## src/rtl/sevenseg_reader.sv

```systemverilog
// Readback monitor for a multiplexed active-low 7-segment bus: recovers per-digit values
// after STABLE_CYCLES identical samples. Define SEVENSEG_READER_ERR_EN to commit invalid patterns.
module sevenseg_reader #(
  parameter int unsigned NUM_DIGITS    = 4,
  parameter int unsigned STABLE_CYCLES = 4
) (
  input  logic                    clock,
  input  logic                    resetn,
  input  logic [6:0]              seg_in,
  input  logic [NUM_DIGITS-1:0]   anode_in,
  output logic [4*NUM_DIGITS-1:0] digits,
  output logic [NUM_DIGITS-1:0]   digit_valid,
  output logic [NUM_DIGITS-1:0]   pattern_err,
  output logic                    out_valid,
  input  logic                    out_ready,
  output logic [7:0]              out_idx,
  output logic [3:0]              out_val,
  output logic                    out_err,
  output logic                    ovf
);

  localparam logic [7:0] STABLE = 8'(STABLE_CYCLES);

  logic [6:0]              r_seg;
  logic [NUM_DIGITS-1:0]   r_anode;
  logic [7:0]              r_cnt;
  logic [7:0]              r_cand_idx;
  logic [6:0]              r_cand_seg;
  logic [4*NUM_DIGITS-1:0] r_digits;
  logic [NUM_DIGITS-1:0]   r_dvalid;
  logic [NUM_DIGITS-1:0]   r_perr;
  logic                    r_out_valid;
  logic [7:0]              r_out_idx;
  logic [3:0]              r_out_val;
  logic                    r_out_err;
  logic                    r_ovf;

  logic [7:0] w_idx;
  logic [7:0] w_nlow;
  logic       w_active;
  logic [3:0] w_val;
  logic       w_invalid;
  logic       w_inv_eff;
  logic       w_same;
  logic [7:0] w_cnt_nxt;
  logic       w_reach;
  logic       w_commit;
  logic [3:0] w_old_val;
  logic       w_old_dv;
  logic       w_old_err;
  logic       w_change;

  always_comb begin
    w_idx  = '0;
    w_nlow = '0;
    for (int unsigned i = 0; i < NUM_DIGITS; i++) begin
      if (!r_anode[i]) begin
        w_idx  = 8'(i);
        w_nlow = w_nlow + 8'd1;
      end
    end
    w_active = (w_nlow == 8'd1);
  end

  always_comb begin
    w_val     = '0;
    w_invalid = 1'b0;
    case (r_seg)
      7'b1000000: w_val = 4'd0;
      7'b1111001: w_val = 4'd1;
      7'b0100100: w_val = 4'd2;
      7'b0110000: w_val = 4'd3;
      7'b0011001: w_val = 4'd4;
      7'b0010010: w_val = 4'd5;
      7'b0000010: w_val = 4'd6;
      7'b1111000: w_val = 4'd7;
      7'b0000000: w_val = 4'd8;
      7'b0010000: w_val = 4'd9;
      default:    w_invalid = 1'b1;
    endcase
  end

  // A nonzero count implies the previous sample was an active digit.
  assign w_same = (r_cnt != '0) && (r_cand_idx == w_idx) && (r_cand_seg == r_seg);

  always_comb begin
    w_cnt_nxt = '0;
    if (w_active) begin
      if (!w_same)              w_cnt_nxt = 8'd1;
      else if (r_cnt == STABLE) w_cnt_nxt = STABLE;
      else                      w_cnt_nxt = r_cnt + 8'd1;
    end
  end

  assign w_reach = w_active && (w_cnt_nxt == STABLE) && !(w_same && (r_cnt == STABLE));

`ifdef SEVENSEG_READER_ERR_EN
  assign w_commit  = w_reach;
  assign w_inv_eff = w_invalid;
`else
  assign w_commit  = w_reach && !w_invalid;
  assign w_inv_eff = 1'b0;
`endif

  always_comb begin
    w_old_val = '0;
    w_old_dv  = 1'b0;
    w_old_err = 1'b0;
    for (int unsigned i = 0; i < NUM_DIGITS; i++) begin
      if (w_idx == 8'(i)) begin
        w_old_val = r_digits[4*i +: 4];
        w_old_dv  = r_dvalid[i];
        w_old_err = r_perr[i];
      end
    end
  end

  assign w_change = w_commit && (!w_old_dv || (w_old_val != w_val) || (w_old_err != w_inv_eff));

  always_ff @(posedge clock or negedge resetn) begin
    if (!resetn) begin
      r_seg       <= '0;
      r_anode     <= '0;
      r_cnt       <= '0;
      r_cand_idx  <= '0;
      r_cand_seg  <= '0;
      r_digits    <= '0;
      r_dvalid    <= '0;
      r_perr      <= '0;
      r_out_valid <= 1'b0;
      r_out_idx   <= '0;
      r_out_val   <= '0;
      r_out_err   <= 1'b0;
      r_ovf       <= 1'b0;
    end else begin
      r_seg      <= seg_in;
      r_anode    <= anode_in;
      r_cnt      <= w_cnt_nxt;
      r_cand_idx <= w_idx;
      r_cand_seg <= r_seg;
      if (w_commit) begin
        for (int unsigned i = 0; i < NUM_DIGITS; i++) begin
          if (w_idx == 8'(i)) begin
            r_digits[4*i +: 4] <= w_val;
            r_dvalid[i]        <= 1'b1;
            r_perr[i]          <= w_inv_eff;
          end
        end
      end
      // Slot reloads in the same cycle it is accepted, so a busy consumer never sees a gap.
      if (w_change && (!r_out_valid || out_ready)) begin
        r_out_valid <= 1'b1;
        r_out_idx   <= w_idx;
        r_out_val   <= w_val;
        r_out_err   <= w_inv_eff;
      end else begin
        if (w_change)                  r_ovf       <= 1'b1;
        if (r_out_valid && out_ready)  r_out_valid <= 1'b0;
      end
    end
  end

  assign digits      = r_digits;
  assign digit_valid = r_dvalid;
  assign pattern_err = r_perr;
  assign out_valid   = r_out_valid;
  assign out_idx     = r_out_idx;
  assign out_val     = r_out_val;
  assign out_err     = r_out_err;
  assign ovf         = r_ovf;

endmodule
```

## config.mk

```make
export PLATFORM = sky130hd
export DESIGN_NAME = sevenseg_reader
export DESIGN_NICKNAME = d
export VERILOG_FILES = /design/src/rtl/sevenseg_reader.sv
export SDC_FILE = /design/constraint.sdc
export NUM_CORES = 1
export LEC_CHECK = 0
export ABC_CLOCK_PERIOD_IN_PS = 4000
export BUFFER_PORTS_ARGS = -buffer_cell sky130_fd_sc_hd__buf_2
export CORE_MARGIN = 5
export CORE_UTILIZATION = 50
export CTS_CLUSTER_DIAMETER = 60
export DETAILED_ROUTE_END_ITERATION = 12
export PLACE_DENSITY = 0.73
export SYNTH_ARGS = -nofsm -noshare
export SYNTH_HDL_FRONTEND = slang
export SYNTH_SLANG_ARGS = --single-unit
```

## constraint.sdc

```tcl
create_clock -name clock -period 4 [get_ports clock]
set_input_delay 0.8 -clock clock [delete_from_list [all_inputs] [get_ports clock]]
set_output_delay 0.8 -clock clock [all_outputs]
set_load 0.03 [all_outputs]
```

# Yosys cells after proc, flatten, opt, wreduce, memory -nomap -nowiden
# Index checks and enable logic that the tools add are counted.
dict set report word_totals {
  output_inout_bits 39
  inputBits 14
  mem_count 0
  wordCells 85
  regBits 68
  ram_bits 0
  latchBits 0
  rom_bits 0
}
dict set report op_classes {
  n_reduce_logical 24
  n_bitwise 1
  shifts 0
  multipliers 0
  n_mux 21
  magnitude_cmp 0
  div 0
  eq_ne 18
  n_addsub 4
}
# op count
set ops {}
lappend ops {{8-bit two-way mux} 7}
lappend ops {{4-bit case mux with 9 select lines} 1}
lappend ops {{8-bit by 1-bit adder with 8-bit output, second input constant} 4}
lappend ops {{7-bit by 5-bit equality test with 1-bit output, second input constant} 3}
lappend ops {{7-bit equality test, second input constant} 3}
lappend ops {{8-bit by 1-bit equality test with 1-bit output, second input constant} 2}
lappend ops {{8-bit by 2-bit equality test with 1-bit output, second input constant} 2}
lappend ops {{8-bit by 3-bit equality test with 1-bit output, second input constant} 2}
lappend ops {{4-bit two-way mux} 4}
lappend ops {{7-bit by 6-bit equality test with 1-bit output, second input constant} 2}
lappend ops {{2-bit AND reduction} 5}
lappend ops {{10-bit OR reduction} 1}
lappend ops {{1-bit logical AND} 9}
lappend ops {{8-bit equality test} 1}
lappend ops {{8-bit logical NOT} 1}
lappend ops {{1-bit two-way mux} 8}
lappend ops {{8-bit nonzero test} 1}
lappend ops {{7-bit by 2-bit equality test with 1-bit output, second input constant} 1}
lappend ops {{7-bit equality test} 1}
lappend ops {{7-bit logical NOT} 1}
lappend ops {{4-bit != test} 1}
lappend ops {{1-bit logical NOT} 3}
lappend ops {{1-bit logical OR} 2}
lappend ops {{2-bit two-way mux} 1}
lappend ops {{2 further kinds} 2}

# Logic depth before layout (Yosys ltp)
dict set report logic_depth {
  word_depth 17
  depth_mapped 12
  depth_no_buf 11
}

# Least setup slack after synthesis
# OpenSTA, ideal clock, no wires.
dict set report synth_timing {
  kind {register to register}
  from {reg r_anode[1]}
  to {reg r_digits[10] (netlist: digits[10])}
  required_time_ns 3.875
  setup_slack_ns 0.653
  path_buffers 1
  setup_ns 0.125
  arrival_ns 3.223
  stages_incl_launch_ff 12
  synth_period_minus_slack_ns 3.347
  cell_sequence {dfrtp_1 -> buf_4 -> inv_1 -> ha_1 -> xnor2_1 -> ha_1 -> or4b_1 -> o22ai_1 -> o2111ai_1 -> a2111o_1 -> nor3_4 -> mux2_2}
}
dict set report synth_via {
  elab_chain_cells 13
  elab_cells_between_ends 22
  cone_classes {add/sub (2); eq/ne (4); mux (8); reduce/logical (8)}
}
# item line
set synth_rtl {}
lappend synth_rtl {{start, declared} 25} ;# logic [NUM_DIGITS-1:0] r_anode;
lappend synth_rtl {{start signal, assigned} 137} ;# r_anode <= anode_in;
lappend synth_rtl {{parallel branches: the longest is 12 deep, another holds 8-bit by 1-bit adder with 8-bit output} --}
lappend synth_rtl {{2-bit AND reduction (no line) *} --}
lappend synth_rtl {{end signal, assigned by index} 144} ;# r_digits[4*i +: 4] <= w_val;
lappend synth_rtl {{end, declared} 29} ;# logic [4*NUM_DIGITS-1:0] r_digits;
# Every way passes the cells marked *.
# A chain may end at the register's enable or synchronous reset.

# Worst setup path after layout
dict set report layout_timing {
  from {reg r_anode[2]}
  to {reg r_digits[4] (netlist: digits[4])}
}
dict set report layout_via {
  elab_chain_cells 12
  elab_cells_between_ends 19
  cone_classes {add/sub (1); eq/ne (4); mux (6); reduce/logical (8)}
}
# item
set layout_rtl {}
lappend layout_rtl {{parallel branches: the longest is 11 deep, another holds 8-bit by 1-bit adder with 8-bit output}}
lappend layout_rtl {{2-bit AND reduction (no line) *}}
# Marks and branches as above.

==> results_dict.tcl <==
set metrics [dict create \
    gp_congestion 0.8637 \
    clkLatencyLatePin_ns 0.31 \
    crit_path_end "digits[4]$_DFFE_PN0P_" \
    layout-drive-gt1-share_pct 29.24 \
    fmax_ghz 0.2888 \
    syn_to_final_growth_pct 11.81 \
    cts_resized 0 \
    worstPathRequired_ns 4.20 \
    top_usage_layer "met2" \
    coreArea_um2 5816 \
    dieArea_um2 7503 \
    root_buffer "clkbuf_8" \
    use_met1_pct 23.52 \
    drtIter0Drc 82 \
    dieHeight_um 86.62 \
    synth_edf_count 0 \
    syn_area_um2 2935 \
    skew_ns 0.008978 \
    slew_headroom_pct 45.67 \
    r2r_setup_slack_ns 0.54 \
    power_density_nw_per_um2 328.2 \
    clk_pin_slew_worst_paths_ns 0.10 \
    place_ws_ns 0.5597 \
    critPathMaxFanout 18 \
    use_met3_pct 3.232 \
    cts-buffers-inserted 5 \
    post_drt_wl_per_cell_um 15.66 \
    die_x_um 86.62 \
    cp-end-kind "flop" \
    grt_pass1_wl_mm 10.11 \
    grt_antenna_before_repair 0 \
    leakage_nw 1.562 \
    avgSynthCellArea_um2 11.25 \
    clock-sinks 56 \
    r2r-start "r_anode[2]$_DFF_PN0_" \
    crit_slowest_cell "dfrtp_1" \
    grt_use_total_pct 17.20 \
    crit_buf_inv 1 \
    ir_drop_mv 0.2692 \
    synthFlopType "dfrtp_1" \
    crit_chain "inv_1, nor2_1, a21oi_1, ha_1, or4b_1, o22ai_1, o2111ai_1, a2111o_1, nor3_4, mux2_2" \
    drt_wl_total_mm 5.889 \
    synth_warnings 0 \
    antenna_cells 0 \
    startpoint "r_anode[2]$_DFF_PN0_" \
    io_buffers 41 \
    syn_inst 261 \
    hold_class "flop to flop" \
    setup_viol 0 \
    max_cap_viol_count 0 \
    timing.final.crit_share_pct 86.55 \
    final_cell_area_um2 3282 \
    max-clock-path-buffers 2 \
    drc 0 \
    final_nets 319 \
    dpl-instance-area_um2 3161 \
    crit_type "flop to flop" \
    cts-hold-fix-buffers 0 \
    fin_ws_ns 0.5378 \
    gr-total-overflow 0 \
    htreeDepth 2 \
    slew_viol_final 0 \
    via_per_inst 5.428 \
    ys_seq_area_share_pct 47.74 \
    ys_ff_latch 56 \
    synthArstFlopShare_pct 100.0 \
    tns_ns 0 \
    use_met2_pct 27.54 \
    dp_hpwl_mm 4.374 \
    slowest_delay_ns 0.68 \
    worst_pin_slew_ns 0.8150 \
    vias 2041 \
    antenna_left 0 \
    r2r_cells 10 \
    synthDistinctLibCells 55 \
    crit_arrival_ns 3.66 \
    grt_pass1_vias 2068 \
    fin_crit_ns 3.462 \
    rsz0062_at_grt "false" \
    pin_count 53 \
    timing.rr.end "digits[4]$_DFFE_PN0P_" \
    cp_num_cells 10 \
    cts_setup_buffers 0 \
    cpLargestDelayFamily "compound AO/OA/AOI/OAI gates" \
    start_kind "flop" \
    drt_pass1_iterations 4 \
    cts_tree "built" \
    rows 28 \
    initial_core_util_pct 50.47 \
    status "completed" \
    grt_max_degree 38 \
    worstHoldStart "ovf$_DFFE_PN0P_" \
    finalHoldViolations 0 \
]
==> synth_stat cells, types with 3 or more instances <==
master    number  share of area [%]
nand3b_1       3               0.77
nor2b_1        3               0.64
buf_4         12                3.1
mux2i_1        6                2.0
clkbuf_1       5               0.64
and2_1         3               0.64
ha_1           5                2.1
o21ai_0        7                1.2
or2_2          5                1.1
o211ai_1       3               0.77
nor2_1        18                2.3
dfrtp_1       56                 48
nand2b_1       3               0.64
mux2_2        20                7.7
xor2_1        11                3.3
nand3_1        8                1.4
inv_1          8                1.0
nor4_1         5                1.1
xnor2_1       10                3.0
nand2_1        8                1.0
a21oi_1       13                2.2
buf_2          5               0.85
==> where the power goes <==
part	switching (mW)	internal (mW)	total, mW	leakage (nW)
clock network	0.180	0.205	0.385	0.0614
registers	0.0209	0.577	0.598	0.733
logic	0.0602	0.0334	0.0936	0.767
==> cell families after synthesis <==
kind of cell	synth area share, %
DFF	47.74
buffers and inverters	5.584
adders and majority gates	2.131
muxes	9.719
and+or+nand+nor	17.09
AOI/OAI and AO/OA	11.34
other	0.1278
xor gates and xnor gates	6.266
==> flip-flops by register name (all words and copies together) (netlist names), 2 cells and up <==
| signal | cells |
|---|---|
| r_anode | 4 |
| out_val | 4 |
| digits | 16 |
| out_idx | 2 |
| digit_valid | 4 |
| r_cand_seg | 7 |
| r_cand_idx | 2 |
| r_seg | 7 |
| r_cnt | 8 |
==> cell usage in the layout, fill, tap and decap left out, types with 3 or more instances in the layout <==
master and count:
a21oi_1 13, and2_1 3, buf_2 41, buf_4 3, clkbuf_8 6, conb_1 11, dfrtp_1 56, ha_1 5
inv_1 8, mux2_2 20, mux2i_1 6, nand2_1 8, nand2b_1 3, nand3_1 8, nand3b_1 3, nor2_1 18
nor2b_1 3, nor4_1 5, o211ai_1 3, o21ai_0 7, or2_2 5, xnor2_1 10, xor2_1 11
==> layout make-up <==
cell class,count,area [um2]
tap,75,93.84
inverter,8,30.03
clock buffer,6,82.58
sequential,56,1401
timing repair buffer,44,227.7
multi-input combinational,185,1408
clock inverter,2,38.79
fill,525,2534
==> worst min path at each step <==
stage / endpoint / slack, ns / depth (start not counted)
6_report: ovf$_DFFE_PN0P_ / 0.47 / 1
5_1_grt: ovf$_DFFE_PN0P_ / 0.50 / 1
4_1_cts: ovf$_DFFE_PN0P_ / 0.48 / 1
3_5_place_dp: ovf$_DFFE_PN0P_ / 0.46 / 1
3_3_place_gp: ovf$_DFFE_PN0P_ / 0.45 / 1
2_1_floorplan: r_cand_seg[0]$_DFF_PN0_ / 0.35 / 0
==> metrics by stage <==
stage               hold slack, ns  std cells  util, %  power [mW]
floorplan                   0.3487        271        -      0.6807
global placement            0.4547        368    54.35      0.7003
detailed placement          0.4585        368    54.35      0.7031
CTS                         0.4800        376    56.43       1.085
global route                0.4983        376    56.43       1.126
finish                      0.4728        376    56.43       1.077
==> routing by layer <==
| metal | vias to the layer above | part of all wire (%) |
|---|---|---|
| met1 | 987 | 46 |
| li1 | 986 | - |
| met2 | 57 | 46 |
| met5 | - | 0 |
| met4 | 0 | 2.4 |
| met3 | 11 | 5.9 |
No activity file was read; power rests on OpenSTA's default activity.
